`src/rtl/counter_pkg.sv`:
```
// rtl/counter_pkg.sv - shared state encoding and default sizes for the counter blocks
package counter_pkg;

  typedef enum logic [1:0] {
    ST_IDLE = 2'd0,
    ST_RUN  = 2'd1,
    ST_DONE = 2'd2
  } state_t;

  localparam int DEF_WIDTH    = 8;
  localparam int DEF_PRESCALE = 1;
  localparam int DEF_PS_W     = 8;

endpackage

```
`src/rtl/tick_prescaler.sv`:
```
// rtl/tick_prescaler.sv - divides enabled clk cycles into one tick every PRESCALE cycles
module tick_prescaler #(
  parameter int PRESCALE = 1,
  parameter int PS_W     = 8
) (
  input  logic clk,
  input  logic rst,
  input  logic clr,
  input  logic en,
  output logic tick
);

  localparam logic [PS_W-1:0] LP_LAST = PS_W'(PRESCALE - 1);

  logic [PS_W-1:0] r_ps;

  assign tick = en && !clr && (r_ps == LP_LAST);

  always_ff @(posedge clk) begin
    if (rst) begin
      r_ps <= '0;
    end else if (clr) begin
      r_ps <= '0;
    end else if (en) begin
      r_ps <= (r_ps == LP_LAST) ? '0 : r_ps + 1'b1;
    end
  end

endmodule

```
`src/rtl/sync_downcount_timer.sv`:
```
// rtl/sync_downcount_timer.sv - loadable prescaled down-counter with one-shot and auto-reload modes
module sync_downcount_timer
  import counter_pkg::*;
#(
  parameter int WIDTH    = DEF_WIDTH,
  parameter int PRESCALE = DEF_PRESCALE,
  parameter int PS_W     = DEF_PS_W
) (
  input  logic             clk,
  input  logic             rst,
  input  logic             load,
  input  logic [WIDTH-1:0] load_val,
  input  logic             start,
  input  logic             abort,
  input  logic             en,
  input  logic             auto_reload,
  output logic [WIDTH-1:0] count,
  output logic             busy,
  output logic             tc,
  output logic             done
);

  state_t           r_state, w_state_nxt;
  logic [WIDTH-1:0] r_count, w_count_nxt;
  logic [WIDTH-1:0] r_reload, w_reload_nxt;
  logic [WIDTH-1:0] w_period;
  logic             r_tc, w_tc_nxt;
  logic             w_tick, w_ps_clr, w_ps_en;

  assign w_ps_en = (r_state == ST_RUN) && en;

  tick_prescaler #(
    .PRESCALE(PRESCALE),
    .PS_W    (PS_W)
  ) u_prescaler (
    .clk (clk),
    .rst (rst),
    .clr (w_ps_clr),
    .en  (w_ps_en),
    .tick(w_tick)
  );

  always_comb begin
    w_state_nxt  = r_state;
    w_count_nxt  = r_count;
    w_reload_nxt = load ? load_val : r_reload;
    w_period     = load ? load_val : r_reload;
    w_tc_nxt     = 1'b0;
    w_ps_clr     = 1'b0;

    // abort freezes the count where it is; a same-cycle load only lands in the reload register
    if (abort) begin
      w_state_nxt = ST_IDLE;
      w_ps_clr    = 1'b1;
    end else if (r_state != ST_RUN) begin
      if (start) begin
        w_ps_clr = 1'b1;
        if (w_period != '0) begin
          w_count_nxt = w_period;
          w_state_nxt = ST_RUN;
        end else begin
          w_count_nxt = '0;
          w_tc_nxt    = 1'b1;
          w_state_nxt = auto_reload ? ST_IDLE : ST_DONE;
        end
      end else if (load) begin
        w_count_nxt = load_val;
        w_state_nxt = ST_IDLE;
      end
    end else if (w_tick) begin
      if (r_count > WIDTH'(1)) begin
        w_count_nxt = r_count - 1'b1;
      end else begin
        // terminal tick reloads from the register as it stood before this edge
        w_tc_nxt = 1'b1;
        if (!auto_reload) begin
          w_count_nxt = '0;
          w_state_nxt = ST_DONE;
        end else if (r_reload == '0) begin
          w_count_nxt = '0;
          w_state_nxt = ST_IDLE;
        end else begin
          w_count_nxt = r_reload;
        end
      end
    end
  end

  always_ff @(posedge clk) begin
    if (rst) begin
      r_state  <= ST_IDLE;
      r_count  <= '0;
      r_reload <= '0;
      r_tc     <= 1'b0;
    end else begin
      r_state  <= w_state_nxt;
      r_count  <= w_count_nxt;
      r_reload <= w_reload_nxt;
      r_tc     <= w_tc_nxt;
    end
  end

  assign count = r_count;
  assign busy  = (r_state == ST_RUN);
  assign done  = (r_state == ST_DONE);
  assign tc    = r_tc;

endmodule

```
`config.mk`:
```
export PLATFORM = sky130hd
export DESIGN_NAME = sync_downcount_timer
export DESIGN_NICKNAME = d
export VERILOG_FILES = /design/src/rtl/counter_pkg.sv /design/src/rtl/tick_prescaler.sv /design/src/rtl/sync_downcount_timer.sv
export SDC_FILE = /design/constraint.sdc
export NUM_CORES = 1
export LEC_CHECK = 0
export CORE_MARGIN = 1
export CORE_UTILIZATION = 40
export CTS_CLUSTER_DIAMETER = 100
export DETAILED_ROUTE_END_ITERATION = 16
export SYNTH_ARGS = -nofsm -noshare
export SYNTH_HDL_FRONTEND = slang
export SYNTH_HIERARCHICAL = 1
export SYNTH_SLANG_ARGS = --single-unit
```
`constraint.sdc`:
```
create_clock -name clk -period 3.6 [get_ports clk]
set_input_delay 0.72 -clock clk [delete_from_list [all_inputs] [get_ports clk]]
set_output_delay 0.72 -clock clk [all_outputs]
set_load 0.005 [all_outputs]
```
* After elaboration in Yosys (flattened, before gate mapping)
Cells that the tools add are included.
** Word-level totals
- Bits in registers :: 27
- Bits in latches :: 0
- RAM bits :: 0
- Memory bits (read-only) :: 0
- Bits of input ports :: 15
- Memories kept :: 0
** Cells by class
- Add/sub/neg operators :: 2
- Multiply operators :: 0
- Div/mod/pow operators :: 0
- Order comparisons :: 1
- Eq/ne operators :: 6
- Shift operators :: 0
- Multiplexer cells :: 27
- Bitwise logic cells :: 1
- Reductions and logical operators :: 12
** Operators with widths (count)
- two-way mux 8 bit :: 10
- two-way mux 2 bit :: 9
- zero test 8 bit :: 2
- adder 8 x 1 -> 8 bit, second input constant :: 1
- greater-than comparator 8 x 1 -> 1 bit, second input constant :: 1
- two-way mux 1 bit :: 8
- nonzero test 8 bit :: 1
- subtractor 8 x 1 -> 8 bit, second input constant :: 1
- AND reduction 4 bit :: 1
- OR reduction 2 bit :: 2
- logical AND 1 bit :: 3
- inequality test 3 x 1 -> 1 bit, second input constant :: 1
- inequality test 3 bit, second input constant :: 1
- AND reduction 3 bit :: 1
- == test 2 x 1 -> 1 bit, second input constant :: 1
- == test 2 bit, second input constant :: 1
- inequality test 2 x 1 -> 1 bit, second input constant :: 1
- inequality test 2 bit, second input constant :: 1
- nonzero test 2 bit :: 1
- zero test 1 bit :: 1
- NOT 1 bit :: 1

* Logic depth before layout (Yosys ltp)
Gate-level depths: netlist of the first run.
- Depth after elaboration :: 8
- Mapped depth :: 13
- Mapped depth without buffers :: 10

* Hierarchy
The synthesis of the first run kept the hierarchy.
** Modules (own cells, without submodules)
- sync_downcount_timer :: times used 1, cells each 161, area an instance 1306.3 sq um
- tick_prescaler :: times used 1, cells each 45, area an instance 405.4 sq um

* Least setup slack after synthesis of the first run
OpenSTA, ideal clock, no wires.
- Path type :: flip-flop to flip-flop
- Start :: reg r_state[1]
- End :: reg r_count[7] (netlist: count[7])
- Setup time :: 75 ps
- Data arrival time :: 2694 ps
- Path slack :: 832 ps
- Stages on the path, launching flop included :: 14
- Buffers on the path :: 3
- Cell sequence :: dfxtp_1 nand2b_1 inv_1 clkbuf_1 and2_1 buf_2 nor4b_1 nand2_1 nor2_1 nor3b_1 a211oi_1 buf_2 o311ai_1 o22ai_1
** RTL lines
- start: declaration :: RTL line sync_downcount_timer.sv:23 : state_t r_state, w_state_nxt;
- start signal: assignment :: RTL line sync_downcount_timer.sv:96 : r_state <= w_state_nxt;
- == test 2 x 1 -> 1 bit
- named net busy :: RTL line sync_downcount_timer.sv:18 : output logic busy,
- logical AND 1 bit :: RTL line sync_downcount_timer.sv:30 : assign w_ps_en = (r_state == ST_RUN) && en;
- named net w_ps_en :: RTL line sync_downcount_timer.sv:28 : logic w_tick, w_ps_clr, w_ps_en;
- logical AND 1 bit (2 in a row) :: RTL line tick_prescaler.sv:17 : assign tick = en && !clr && (r_ps == LP_LAST);
- named net w_tick :: RTL line sync_downcount_timer.sv:28
- nonzero test 2 bit (no source line)
- AND reduction 3 bit (no source line)
- end signal: assignment :: RTL line sync_downcount_timer.sv:97 : r_count <= w_count_nxt;
- end: declaration :: RTL line sync_downcount_timer.sv:24 : logic [WIDTH-1:0] r_count, w_count_nxt;
The timed path passes the listed nets, and every way through them passes these cells.
A chain may end at the register's enable or synchronous reset.

* Final worst setup path of the first run
- Start :: reg r_state[1]
- End :: reg r_count[4] (netlist: count[4])
** RTL lines (RTL line)
- == test 2 x 1 -> 1 bit :: sync_downcount_timer.sv:30
- logical AND 1 bit :: sync_downcount_timer.sv:30
- named net w_ps_en :: sync_downcount_timer.sv:28
- logical AND 1 bit (2 in a row) :: tick_prescaler.sv:17
- named net w_tick :: sync_downcount_timer.sv:28
- nonzero test 2 bit (no source line)
- AND reduction 3 bit (no source line)
The timed path passes the listed nets, and every way through them passes these cells.

==> flow_metrics.tcl, run 1 <==
set metrics [dict create \
    grt_max_degree 18 \
    die_w_um 67.4 \
    timing.fmax_ghz 0.349 \
    path_cells "nand2b_1 -> inv_1 -> and2_1 -> nor4b_1 -> nand2_1 -> nor2_1 -> nor3b_1 -> a211oi_1 -> buf_4 -> o21ai_0 -> o32ai_1" \
    io_pins 26 \
    vias_per_cell 5.85 \
    whs_ns 0.533 \
    worstMarginPinSlew_ns 0.689 \
    firstDrtPassIters 4 \
    clock-root-buffer "clkbuf_8" \
    crit_path_end_kind "flip-flop" \
    drive_gt1_share_pct 9.61 \
    fin_worst_skew_ns 0.00343 \
    antenna_found_initial 0 \
    synthToLayoutAreaGrowth_pct 20.3 \
    p_leak_nw 0.752 \
    n_antenna_cell 0 \
    wl_per_cell_um 15.5 \
    cts_resized 0 \
    most-common-layout-cells "dfxtp_1 (27), clkdlybuf4s50_1 (25), nor2_1 (23), nand2_1 (20), mux2i_1 (12)" \
    htree_levels 1 \
    rsz0062_at_grt "false" \
    drt_iter0_drc 151 \
    timing.final.crit_period_ns 2.87 \
    cts_tree "built" \
    yosys_warnings 6 \
    critPathRequiredTime_ns 3.78 \
    die_y_um 67.4 \
    clock_sinks 27 \
    synthArstFlopShare_pct 0 \
    grt_overflow 0 \
    dp_hpwl_um 3300 \
    port_buffers 25 \
    synth_edf_count 0 \
    peakVddDrop_mv 0.146 \
    slowest_stage "nor4b_1" \
    clk_latency_ns 0.27 \
    vias 1631 \
    grt_pass1_wl_um 7190 \
    synth_cells 206 \
    ys_seq_elements 27 \
    grt_util_all_layers_pct 20.8 \
    layout_commonest_cell "dfxtp_1" \
    max_stage_delay_ns 0.43 \
    synth_nets 225 \
    fin_nets 249 \
    core_um2 4060 \
    yosysSeqAreaShare_pct 31.6 \
    outcome "finished, final reports clean" \
    slew_violations 0 \
    synth-main-ff-cell "dfxtp_1" \
    synth_area_um2 1710 \
    slew_headroom_pct 53.9 \
    rows 23 \
    finalSetupViolations 0 \
    fin_crit_sh_pct 79.6 \
    setup_tns_ns 0 \
    ant_nets 0 \
    die-area_um2 4540 \
    final_area_um2 2060 \
    worstPathMaxFanout 15 \
    maxCapViolations 0 \
    avgSynthCellArea_um2 8.31 \
    numCtsBuffers 3 \
    hold_violations 0 \
    start_kind "flip-flop" \
    drc 0 \
    totalWireLength_um 4320 \
    synth.distinct_cells 54 \
    post_cts_buffers 0 \
    path_clk_slew_ns 0.09 \
    start_util_pct 42.2 \
    gp_congestion 0.858 \
    cts_buffer_depth 2 \
    hold_path_class "flip-flop to flip-flop" \
    powerDensity_nw_per_um2 338 \
    crit_type "flip-flop to flip-flop" \
    ctsHoldBuffers 0 \
    postPlaceCellArea_um2 2010 \
    arrival_ns 3.04 \
    grt_pass1_vias 1473 \
]
[critical path: cells and delay by family (launching register included)]
family / cells / cell delay, ns
flip-flops: 1 / 0.35
AO/OA/AOI/OAI: 3 / 0.56
buffers and inverters: 2 / 0.41
AND/OR/NAND/NOR: 6 / 1.46
[cell families (layout without fill, tap and decap cells)]
kind of cell	Yosys count	count (layout)	share of synthesized area, %
mux	18	18	11.0
xor+xnor	7	7	3.58
simple gates	81	81	24.9
flops	27	27	31.6
fa+ha+maj	4	4	2.92
compound gates	50	50	21.7
buf+inv	19	42	4.39
[layer usage]
| layer | GRT usage, % | vias up | part of all wire, % |
|---|---|---|---|
| met4 | 5.05 | 0 | 0.88 |
| met2 | 31.3 | 43 | 43 |
| li1 | - | 811 | - |
| met3 | 2.53 | 6 | 3.7 |
| met5 | 0 | - | 0 |
| met1 | 31.1 | 771 | 53 |
[report_power, final]
part	total, mW	switching [mW]	internal, mW
Sequential	0.336	0.0232	0.313
Combinational	0.187	0.0957	0.0910
Clock	0.173	0.0954	0.0776
Total	0.695	0.214	0.481
[synth_stat cells, types with 2 or more instances]
master | number | area [um^2]
a211oi_1 | 4 | 30.0
a21boi_1 | 2 | 15.0
a21oi_1 | 2 | 10.0
a22oi_1 | 2 | 15.0
a31oi_1 | 4 | 25.0
a32oi_1 | 2 | 17.5
and2_1 | 2 | 12.5
and3_1 | 3 | 18.8
buf_1 | 2 | 7.51
buf_2 | 3 | 15.0
clkbuf_1 | 5 | 18.8
dfxtp_1 | 27 | 541
ha_1 | 4 | 50.1
inv_1 | 9 | 33.8
mux2_2 | 6 | 67.6
mux2i_1 | 12 | 120
nand2_1 | 20 | 75.1
nand4_1 | 7 | 43.8
nor2_1 | 23 | 86.3
nor2b_1 | 2 | 12.5
nor3_1 | 4 | 20.0
nor3b_1 | 2 | 15.0
nor4_1 | 3 | 18.8
nor4b_1 | 2 | 17.5
o211ai_1 | 2 | 15.0
o21ai_0 | 9 | 45.0
o21bai_1 | 4 | 30.0
o22ai_1 | 2 | 12.5
o31ai_1 | 2 | 15.0
o32ai_1 | 3 | 26.3
o41ai_1 | 3 | 26.3
or4_1 | 2 | 15.0
xnor2_1 | 2 | 17.5
xor2_1 | 5 | 43.8
[stage by stage]
step | power, mW | cells | util [%] | worst slack, ns
6_report | 0.695 | 279 | 50.8 | 0.733
2_1_floorplan | 0.459 | 206 | - | 0.832
5_1_grt | 0.736 | 279 | 50.8 | 0.362
4_1_cts | 0.700 | 279 | 50.8 | 0.762
3_3_place_gp | 0.526 | 275 | 49.6 | 0.658
3_5_place_dp | 0.528 | 275 | 49.6 | 0.491
[area by class of cell]
class,instances,area (um^2)
Sequential cell,27,541
Clock buffer,3,41.3
Fill cell,391,2000
Clock inverter,1,5.00
Timing Repair Buffer,29,280
Tap cell,50,62.6
Multi-Input combinational cell,160,1100
Inverter,9,33.8
[final timing paths]
path | startpoint | end | slack (ns) | depth (start not counted)
min | r_state[0] | r_state[0] | 0.53 | 2
max | r_state[1] | count[4] | 0.73 | 11
min reg2reg | r_state[0] | r_state[0] | 0.53 | 2
max reg2reg | r_state[1] | count[4] | 0.73 | 11
[sequential cells by signal (all words and copies together) (netlist names)]
register / cells
u_prescaler/r_ps: 8
r_reload: 8
count: 8
r_state: 2
tc: 1
(Power assumes the default switching activity.)
==> run 2, diff against run 1 <==
==> constraint.sdc (replaced) <==
create_clock -name clk -period 2.5 [get_ports clk]
set_input_delay 0.5 -clock clk [delete_from_list [all_inputs] [get_ports clk]]
set_output_delay 0.5 -clock clk [all_outputs]
set_load 0.005 [all_outputs]
==> run 2 against run 1 <==
Clock skew about the same. Critical path depth fell by 1. Worst setup slack got worse by 0.45 ns. Sequential power increased by 44%. Via count is 0.18% higher. Clock power is 49% higher. First-iteration DRC count down 53%. Sequential share of layout area fell by 0.97 points. Final area is 3.8% higher.
==> flow_metrics.tcl, run 2 (synthesis gave the netlist of run 1 again) <==
set metrics [dict create \
    synthToLayoutAreaGrowth_pct 24.9 \
    cts_buffer_depth 2 \
    powerDensity_nw_per_um2 479 \
    use_met1_pct 25.8 \
    timing.fmax_ghz 0.451 \
    num-fill-cells 376 \
    grt_overflow 0 \
    grt_pass1_vias 1635 \
    drc 0 \
    fin_worst_skew_ns 0.00388 \
    outcome "finished, final reports clean" \
    clock_sinks 27 \
    die-area_um2 4540 \
    grt_pass1_wl_um 7310 \
    timing.final.crit_period_ns 2.22 \
    rsz0062_at_grt "false" \
    use_met3_pct 3.04 \
    layout_commonest_cell "dfxtp_1" \
    firstDrtPassIters 4 \
    worstPathMaxFanout 11 \
    vias_per_cell 5.69 \
    numCtsBuffers 3 \
    crit_type "input pin to flip-flop" \
    port_buffers 25 \
    drt_iter0_drc 71 \
    p_leak_nw 0.795 \
    cts_tree "built" \
    totalWireLength_um 4390 \
    io_pins 26 \
    slowest_stage "clkdlybuf4s50_1" \
    vias 1634 \
    place_inst 283 \
    peakVddDrop_mv 0.252 \
    top_usage_layer "met2" \
    crit_buf_inv 2 \
    arrival_ns 2.41 \
    grt_util_all_layers_pct 21.2 \
    clock-root-buffer "clkbuf_8" \
    gp_congestion 0.921 \
    path_clk_slew_ns 0.10 \
    most-common-layout-cells "dfxtp_1 (27), clkdlybuf4s50_1 (25), nor2_1 (23), nand2_1 (20)" \
    crit_family "simple AND/OR/NAND/NOR gates" \
    htree_levels 1 \
    wl_per_cell_um 15.3 \
    die_w_um 67.4 \
    grt_max_degree 16 \
    finalSetupViolations 0 \
    crit_path_end_kind "flip-flop" \
    hold_violations 0 \
    setup_tns_ns 0 \
    max_stage_delay_ns 0.46 \
    start_kind "input pin" \
    slew_headroom_pct 59.1 \
    ant_nets 0 \
    maxCapViolations 0 \
    hold_path_class "flip-flop to flip-flop" \
    slew_violations 0 \
    dp_hpwl_um 3370 \
    final_cells 287 \
    critPathRequiredTime_ns 2.70 \
    die_y_um 67.4 \
    core_um2 4060 \
    grtUsageMet2_pct 38.1 \
    drive_gt1_share_pct 13.9 \
    start_util_pct 42.2 \
    rows 23 \
    antenna_found_initial 0 \
    path_cells "clkdlybuf4s50_1 -> and2_1 -> nor4b_2 -> nand2_1 -> nor2_1 -> nor3b_1 -> a211oi_2 -> buf_4 -> o21ai_0 -> o32ai_2" \
    worstMarginPinSlew_ns 0.608 \
    clk_latency_ns 0.28 \
    fin_crit_sh_pct 88.6 \
    n_antenna_cell 0 \
    fin_nets 257 \
]
## run 2: cell count changes in the layout (fill, tap and decap cells not counted)
cell / before / now
o32ai_2: 0 / 1
a211oi_2: 0 / 1
nor4b_2: 0 / 1
o32ai_1: 3 / 2
nor4b_1: 2 / 1
buf_4: 4 / 12
a211oi_1: 4 / 3
## run 2: final timing paths
path	slack, ns	cells after the start	start	end
worst max-delay path	0.28	10	en	count[5]
worst min-delay path	0.51	2	u_prescaler/r_ps[7]	u_prescaler/r_ps[7]
worst min register to register	0.51	2	u_prescaler/r_ps[7]	u_prescaler/r_ps[7]
worst max register to register	0.29	11	r_state[1]	count[5]
## run 2: worst reg2reg max path, cell delays in order, from the launching register on
cell and delay (ns):
dfxtp_1 0.35, nand2b_1 0.21, inv_1 0.10, and2_1 0.13, nor4b_2 0.23, nand2_1 0.08, nor2_1 0.17, nor3b_1 0.08
a211oi_2 0.19, buf_4 0.20, o21ai_0 0.12, o32ai_2 0.26
## run 2: final cells by class
type | count | area, um^2 | share of cell area [%]
clock buffers | 3 | 41.3 | 1.93
clock inverters | 1 | 5.00 | 0.234
inverters | 9 | 33.8 | 1.58
multi-input cells | 160 | 1110 | 52.1
flip-flops and latches | 27 | 541 | 25.3
well taps | 50 | 62.6 | 2.93
repair buffers | 37 | 340 | 15.9
## run 2: where the power goes
part	switching, mW	internal [mW]	leakage, nW
combinational	0.143	0.140	0.549
sequential	0.0337	0.450	0.221
clock	0.146	0.112	0.0255
total	0.322	0.702	0.795
## run 2: timing repair
action / CTS / global route
resized for setup: 0 / 1
hold buffers: 0 / 0
endpoints found under the setup margin: 0 / 1
setup buffers: 0 / 0
## run 2: layer usage
layer | share of wire (%) | routed length, um
met1 | 46 | 2020
met2 | 50 | 2180
met3 | 3.4 | 147
met4 | 0.82 | 36
met5 | 0 | 0
## run 2: through the flow
stage | setup slack (ns) | instance area, um^2 | power, mW | util, % | hold slack [ns]
6_report | 0.285 | 2140 | 1.02 | 52.7 | 0.512
5_1_grt | 0.0142 | 2140 | 1.08 | 52.7 | 0.545
4_1_cts | 0.296 | 2130 | 1.03 | 52.5 | 0.515
3_5_place_dp | 0.00157 | 2080 | 0.773 | 51.4 | 0.498
3_3_place_gp | 0.0495 | 2080 | 0.768 | 51.4 | 0.494
2_1_floorplan | 0.0435 | 1720 | 0.662 | - | 0.476
